`src/rtl/serializer_if.sv`:
```
`default_nettype none
// ============================================================================
// Module   : serializer_if
// Purpose  : Word-side handshake and serial-side outputs of the serializer.
// Revision : 1.0
// ============================================================================
interface serializer_if #(
    parameter int DATA_BUS_WIDTH = 16,
    parameter int MOD_WIDTH      = $clog2(DATA_BUS_WIDTH)
);
    logic [DATA_BUS_WIDTH-1:0] data_i;
    logic [MOD_WIDTH-1:0]      data_mod_i;
    logic                      data_val_i;
    logic                      ready_o;
    logic                      ser_data_o;
    logic                      ser_data_val_o;
    logic                      busy_o;

    modport master (
        output data_i,
        output data_mod_i,
        output data_val_i,
        input  ready_o,
        input  ser_data_o,
        input  ser_data_val_o,
        input  busy_o
    );

    modport slave (
        input  data_i,
        input  data_mod_i,
        input  data_val_i,
        output ready_o,
        output ser_data_o,
        output ser_data_val_o,
        output busy_o
    );
endinterface
`default_nettype wire

```
`src/rtl/serializer.sv`:
```
`default_nettype none
// ============================================================================
// Module   : serializer
// Purpose  : Parallel-to-serial transmitter, MSB first, one-word pending slot.
// Revision : 1.0
// ============================================================================
module serializer #(
    parameter int DATA_BUS_WIDTH = 16,
    parameter int MOD_WIDTH      = $clog2(DATA_BUS_WIDTH)
) (
    input  logic         clk_i,
    input  logic         srst_i,
    serializer_if.slave  bus
);
    localparam int CNT_W = MOD_WIDTH + 1;

    localparam logic [0:0] S_IDLE  = 1'b0;
    localparam logic [0:0] S_SHIFT = 1'b1;

    logic [0:0]                r_state;
    logic [DATA_BUS_WIDTH-1:0] r_shift;
    logic [CNT_W-1:0]          r_cnt;
    logic [DATA_BUS_WIDTH-1:0] r_pend_data;
    logic [CNT_W-1:0]          r_pend_n;
    logic                      r_pend_val;
    logic                      r_ser_data;
    logic                      r_ser_val;

    logic                      w_ready;
    logic                      w_accept;
    logic                      w_last;
    logic                      w_to_pend;
    logic                      w_load;
    logic [DATA_BUS_WIDTH-1:0] w_load_data;
    logic [CNT_W-1:0]          w_load_n;
    logic [CNT_W-1:0]          w_in_n;

    assign w_ready   = !r_pend_val && !srst_i;
    assign w_accept  = bus.data_val_i && w_ready;
    assign w_in_n    = (bus.data_mod_i == '0) ? CNT_W'(DATA_BUS_WIDTH)
                                              : {1'b0, bus.data_mod_i};
    // r_cnt counts bits of the current word still owed, including the one on the wire
    assign w_last    = (r_state == S_SHIFT) && (r_cnt == CNT_W'(1));
    assign w_to_pend = w_accept && (r_state == S_SHIFT) && !w_last;

    always_comb begin
        w_load      = 1'b0;
        w_load_data = bus.data_i;
        w_load_n    = w_in_n;
        if (r_state == S_IDLE) begin
            w_load = w_accept;
        end else if (w_last) begin
            if (r_pend_val) begin
                w_load      = 1'b1;
                w_load_data = r_pend_data;
                w_load_n    = r_pend_n;
            end else begin
                w_load = w_accept;
            end
        end
    end

    always_ff @(posedge clk_i) begin
        if (srst_i) begin
            r_state     <= S_IDLE;
            r_shift     <= '0;
            r_cnt       <= '0;
            r_pend_data <= '0;
            r_pend_n    <= '0;
            r_pend_val  <= 1'b0;
            r_ser_data  <= 1'b0;
            r_ser_val   <= 1'b0;
        end else begin
            if (w_load) begin
                r_state    <= S_SHIFT;
                r_ser_data <= w_load_data[DATA_BUS_WIDTH-1];
                r_ser_val  <= 1'b1;
                r_shift    <= {w_load_data[DATA_BUS_WIDTH-2:0], 1'b0};
                r_cnt      <= w_load_n;
            end else if ((r_state == S_SHIFT) && !w_last) begin
                r_ser_data <= r_shift[DATA_BUS_WIDTH-1];
                r_shift    <= {r_shift[DATA_BUS_WIDTH-2:0], 1'b0};
                r_cnt      <= r_cnt - CNT_W'(1);
            end else begin
                r_state    <= S_IDLE;
                r_ser_data <= 1'b0;
                r_ser_val  <= 1'b0;
                r_cnt      <= '0;
            end

            if (w_to_pend) begin
                r_pend_val  <= 1'b1;
                r_pend_data <= bus.data_i;
                r_pend_n    <= w_in_n;
            end else if (w_last && r_pend_val) begin
                r_pend_val  <= 1'b0;
            end
        end
    end

    assign bus.ready_o        = w_ready;
    assign bus.ser_data_o     = r_ser_data;
    assign bus.ser_data_val_o = r_ser_val;
    assign bus.busy_o         = (r_state == S_SHIFT) || r_pend_val;

endmodule
`default_nettype wire
```
`src/flat_wrapper.sv`:
```
// flat-port wrapper written by rule: the top's interface ports become plain ports
module serializer_flat 
#(
    parameter int DATA_BUS_WIDTH = 16,
    parameter int MOD_WIDTH      = $clog2(DATA_BUS_WIDTH)
)
  (clk_i, srst_i, bus_data_i, bus_data_mod_i, bus_data_val_i, bus_ready_o, bus_ser_data_o, bus_ser_data_val_o, bus_busy_o);
  serializer_if #(.DATA_BUS_WIDTH(DATA_BUS_WIDTH), .MOD_WIDTH(MOD_WIDTH)) bus_i ();
  input  logic clk_i;
  input  logic srst_i;
  input wire logic [$bits(bus_i.data_i)-1:0] bus_data_i;
  input wire logic [$bits(bus_i.data_mod_i)-1:0] bus_data_mod_i;
  input wire logic [$bits(bus_i.data_val_i)-1:0] bus_data_val_i;
  output wire logic [$bits(bus_i.ready_o)-1:0] bus_ready_o;
  output wire logic [$bits(bus_i.ser_data_o)-1:0] bus_ser_data_o;
  output wire logic [$bits(bus_i.ser_data_val_o)-1:0] bus_ser_data_val_o;
  output wire logic [$bits(bus_i.busy_o)-1:0] bus_busy_o;
  assign bus_i.data_i = bus_data_i;
  assign bus_i.data_mod_i = bus_data_mod_i;
  assign bus_i.data_val_i = bus_data_val_i;
  assign bus_ready_o = bus_i.ready_o;
  assign bus_ser_data_o = bus_i.ser_data_o;
  assign bus_ser_data_val_o = bus_i.ser_data_val_o;
  assign bus_busy_o = bus_i.busy_o;
  serializer #(.DATA_BUS_WIDTH(DATA_BUS_WIDTH), .MOD_WIDTH(MOD_WIDTH)) u_core (.clk_i(clk_i), .srst_i(srst_i), .bus(bus_i));
endmodule
```
`config.mk`:
```
export PLATFORM = sky130hd
export DESIGN_NAME = serializer_flat
export DESIGN_NICKNAME = d
export VERILOG_FILES = /design/src/rtl/serializer_if.sv /design/src/rtl/serializer.sv /design/src/flat_wrapper.sv
export SDC_FILE = /design/constraint.sdc
export NUM_CORES = 1
export LEC_CHECK = 0
export CORE_MARGIN = 8
export CORE_UTILIZATION = 45
export CTS_CLUSTER_SIZE = 10
export DETAILED_ROUTE_END_ITERATION = 12
export GPL_TIMING_DRIVEN = 0
export HOLD_SLACK_MARGIN = 0.02
export PLACE_DENSITY = 0.68
export SLEW_MARGIN = 20
export SYNTH_ARGS = -nofsm -noshare
export SYNTH_HDL_FRONTEND = slang
export SYNTH_SLANG_ARGS = --single-unit
```
`constraint.sdc`:
```
create_clock -name clk_i -period 3.7 [get_ports clk_i]
set_input_delay 0.74 -clock clk_i [delete_from_list [all_inputs] [get_ports clk_i]]
set_output_delay 0.74 -clock clk_i [all_outputs]
set_load 0.01 [all_outputs]
```
* Word level (Yosys, flattened, before mapping)
Index checks and enable logic that the tools add are counted.
** Storage, ports and cells
- Register bits after elaboration :: 44
- Bits of input ports :: 23
** Cells by class
- Add/sub/neg operators :: 1
- Equality and inequality tests :: 2
- Multiplexer cells :: 20
- Reduce and logical (&&, ||, !) cells :: 14
** Operators with widths (count)
- 16-bit 2-to-1 mux :: 5
- 5-bit 2-to-1 mux :: 6
- 1-bit 2-to-1 mux :: 9
- 1-bit logical AND :: 7
- 5-bit by 1-bit equality test with 1-bit output, second input constant :: 1
- 5-bit by 1-bit subtractor with 5-bit output, second input constant :: 1
- 4-bit logical NOT :: 1
- 2-bit nonzero test :: 2
- 1-bit logical NOT :: 3
- 2-bit by 1-bit != test with 1-bit output, second input constant :: 1
- 1-bit logical OR :: 1

* Longest topological paths before layout
- Depth after elaboration :: 7
- Gate-level depth with buffers :: 9

* Worst setup path before layout
Ideal clock, no wire load.
- Kind :: input-to-reg
- Start point :: in srst_i
- End point :: reg u_core.r_shift[10]
- Arrival :: 1865 ps
- Slack :: 1705 ps
- Stages :: 5
- Cell sequence :: clkbuf_1 -> or3b_1 -> a22oi_4 -> buf_2 -> a211oi_2
** Between the ends
- Word-level cells in the longest chain between the ends :: 7
** Ends and longest elaborated chain
- from (decl) :: line flat_wrapper.sv:10 : input logic srst_i;
- 1-bit logical NOT :: line serializer.sv:38 : assign w_ready = !r_pend_val && !srst_i;
- 1-bit logical AND :: line serializer.sv:38
- 1-bit logical AND :: line serializer.sv:39 : assign w_accept = bus.data_val_i && w_ready;
- 1-bit 2-to-1 mux :: line serializer.sv:53 : if (r_pend_val) begin
- 1-bit 2-to-1 mux :: line serializer.sv:52 : end else if (w_last) begin
- 1-bit 2-to-1 mux :: line serializer.sv:50 : if (r_state == S_IDLE) begin
- 16-bit 2-to-1 mux / 2-bit nonzero test (equally long branches)
- to (signal assigned) :: line serializer.sv:78 : r_shift <= {w_load_data[DATA_BUS_WIDTH-2:0], 1'b0};
- to (signal assigned) :: line serializer.sv:82 : r_shift <= {r_shift[DATA_BUS_WIDTH-2:0], 1'b0};
- to (decl) :: line serializer.sv:21 : logic [DATA_BUS_WIDTH-1:0] r_shift;
Several ways; a longest one is shown, not always the timed one.
A chain may end at the register's enable or synchronous reset.

* Final worst setup path
- Start point :: reg u_core.r_state
- End point :: out bus_busy_o
** Between the ends
- Word-level cells in the longest chain between the ends :: 1
** Ends and longest elaborated chain
- from (decl) :: line serializer.sv:20 : logic [0:0] r_state;
- from (signal assigned) :: line serializer.sv:65 : r_state <= S_IDLE;
- from (signal assigned) :: line serializer.sv:75 : r_state <= S_SHIFT;
- from (signal assigned) :: line serializer.sv:85 : r_state <= S_IDLE;
- 1-bit logical OR :: line serializer.sv:104 : assign bus.busy_o = (r_state == S_SHIFT) || r_pend_val;
- to (decl) :: line flat_wrapper.sv:17 : output wire logic [$bits(bus_i.busy_o)-1:0] bus_busy_o;
No other way between the ends.

==> flow_metrics.env <==
export IMPL_antenna_left=0
export IMPL_place_inst=280
export IMPL_drive_gt1_share_pct=13.98
export IMPL_slowest_stage="clkdlybuf4s50_1"
export IMPL_drc=0
export IMPL_num_rows=24
export IMPL_r2r_start="u_core.r_cnt[0]"
export IMPL_path_clk_slew_ns=0.08
export IMPL_hp_class="reg2reg"
export IMPL_worstPathCellList="clkbuf_1 > or2_2 > clkdlybuf4s50_1"
export IMPL_die_area_um2=6925
export IMPL_area_delta_synth_final_pct=19.94
export IMPL_clock_sinks=44
export IMPL_worst_path_buf_inv=2
export IMPL_synthTopCellsByCount="44 x dfxtp_1, 42 x mux2i_1, 37 x nor2_1, 11 x a21oi_1, 10 x a211oi_2"
export IMPL_vias=1524
export IMPL_p_leak_nw=1.008
export IMPL_dpl_hpwl_mm=2.967
export IMPL_grt_overflow=0
export IMPL_synth_nets=228
export IMPL_cpPeakStageDelay_ns=0.53
export IMPL_synthDominantCellAreaShare_pct=43.32
export IMPL_setup_viol=0
export IMPL_coreArea_um2=4354
export IMPL_fin_ws_ns=1.264
export IMPL_worstPathRequired_ns=2.96
export IMPL_yosys_area_top_type="dfxtp_1"
export IMPL_viasPerCell=5.292
export IMPL_ys_warnings_count=0
export IMPL_tritoncts="yes"
export IMPL_gp_congestion=0.7758
export IMPL_numCtsBuffers=5
export IMPL_antenna_found_initial=0
export IMPL_drt_first_pass_iters=4
export IMPL_max_freq_ghz=0.4106
export IMPL_slew_violations=0
export IMPL_ir_drop_uv=212.2
export IMPL_crit_path_max_fanout=9
export IMPL_preCtsSetupSlack_ns=1.186
export IMPL_drt_first_iter_violations=75
export IMPL_synth_cell_type_count=30
export IMPL_avgSynthCellArea_um2=10.02
export IMPL_final_nets=260
export IMPL_ios=27
export IMPL_startpoint="u_core.r_state"
export IMPL_ys_seq_area_share_pct=43.32
export IMPL_yosysMostFrequentCell="dfxtp_1"
export IMPL_grt_pass1_vias=1581
export IMPL_die_w_um=83.22
export IMPL_io_buffers=25
export IMPL_avgRoutedWirePerCell_um=14.27
export IMPL_syn_instance_count=203
export IMPL_period_needed_ns=2.436
export IMPL_synth_seq_cells=44
export IMPL_critPathLaunchType="flop"
export IMPL_tightest_slew_ns=0.5103
export IMPL_syn_area_um2=2033
export IMPL_ys_flop_type="dfxtp_1"
export IMPL_arrival_ns=1.70
export IMPL_grt_usage_pct=12.63
export IMPL_path_delay_family="buffers and inverters"
export IMPL_clk_latency_ns=0.30
export IMPL_fin_skew_ns=0.005043
export IMPL_routed_wl_mm=4.109
export IMPL_min_from="u_core.r_shift[15]"
export IMPL_pwr_density_cell_nw_per_um2=429.9
export IMPL_htree_levels=2
export IMPL_cts_resized=0
export IMPL_grt_first_pass_wirelength_mm=7.341
export IMPL_grt_max_degree=13
export IMPL_cts_setup_buffers=0
export IMPL_crit_type="reg2out"
export IMPL_fin_crit_sh_pct=65.83
export IMPL_die_height_um=83.22
export IMPL_ctsHoldBuffers=0
export IMPL_hold_viol=0
export IMPL_clockBufferDepth=2
export IMPL_instances_no_fill=288
export IMPL_start_util_pct=46.70
export IMPL_tns_ns=0
export IMPL_max_cap_violations=0
export IMPL_diodes=0
export IMPL_cts_root_buf="clkbuf_8"
export IMPL_synthTopCellsByArea="dfxtp_1 43%, mux2i_1 21%, nor2_1 6.8%"
export IMPL_async_reset_ff_share_pct=0
export IMPL_status="complete, no violations"
export IMPL_rsz0062_at_grt="false"
export IMPL_relSlewSlack_pct=65.98
export IMPL_synth_edf_count=0
export IMPL_end_kind="primary output"
export IMPL_p_total_mw=1.048
worst paths after layout:
check,end,slack (ns),depth (start not counted)
setup / recovery,bus_busy_o,1.26,3
hold / removal,u_core.bus.ser_data_o,0.49,2
setup reg to reg,u_core.r_shift[4],1.66,8
hold reg to reg,u_core.bus.ser_data_o,0.49,2
cell families after synthesis:
group | after synthesis | share of synthesized area [%]
and+or+nand+nor | 59 | 13.05
adders and majority gates | 2 | 1.231
xor gates and xnor gates | 3 | 1.293
buffers and inverters | 19 | 4.861
DFF | 44 | 43.32
muxes | 42 | 20.68
AOI/OAI and AO/OA | 34 | 15.57
registers in the layout, indices dropped and copies added (netlist names):
name,count
u_core.r_pend_val,1
u_core.r_state,1
u_core.r_cnt,5
u_core.bus.ser_data_o,1
u_core.r_pend_n,5
u_core.r_shift,15
u_core.r_pend_data,16
routing by layer:
| layer | GRT usage, % | share of wire [%] |
|---|---|---|
| met1 | 15.25 | 48 |
| met2 | 19.87 | 45 |
| met3 | 4.590 | 4.9 |
| met4 | 4.792 | 1.6 |
| met5 | 0 | 0 |
worst register-to-register path, delay by kind of cell, from the launching register on:
kind / cells / cell delay (ns)
simple gates: 1 / 0.42
buf+inv: 3 / 0.45
fa+ha+maj: 1 / 0.15
compound gates: 3 / 0.51
flops: 1 / 0.38
power by group:
group / total (mW) / switching [mW] / leakage (nW) / internal (mW)
clock: 0.309 / 0.156 / 0.0455 / 0.152
sequential: 0.540 / 0.0233 / 0.361 / 0.517
combinational: 0.199 / 0.103 / 0.602 / 0.0962
total: 1.05 / 0.283 / 1.01 / 0.766
layout make-up:
type / count / area, um^2
plain buffers: 13 / 76.32
clock buffers: 8 / 90.09
fillers: 394 / 1916
inverters: 6 / 22.52
multi-input cells: 140 / 1054
flip-flops and latches: 44 / 880.8
well taps: 52 / 65.06
repair buffers: 25 / 250.2
metrics by stage:
stage | area, um^2 | hold slack [ns] | util (%)
detailed placement | 2349 | 0.4707 | 53.94
global route | 2439 | 0.5265 | 56.01
finish | 2439 | 0.4900 | 56.01
global placement | 2349 | 0.4665 | 53.94
floorplan | 2033 | 0.4525 | -
CTS | 2439 | 0.4862 | 56.01
layout by cell type (no fill, tap or decap):
master and n:
o22ai_1 6, inv_2 1, clkbuf_8 6, buf_6 2, buf_2 4, or4b_1 1
nand4_1 3, clkbuf_1 7, nor2b_1 1, mux2i_1 42, a22oi_4 1, a221oi_2 2
buf_4 2, a2111oi_2 1, nor3_1 2, nor4_1 1, and2_1 2, inv_1 5
nor2_1 37, ha_1 2, a21oi_1 11, xor2_1 1, o221ai_2 1, dfxtp_1 44
or2_2 2, xnor2_1 2, a211oi_2 10, nor2_4 1, clkdlybuf4s50_1 25, or3b_1 1
nand2_1 8, o221ai_1 2
Power figures use the tool's default switching activity.
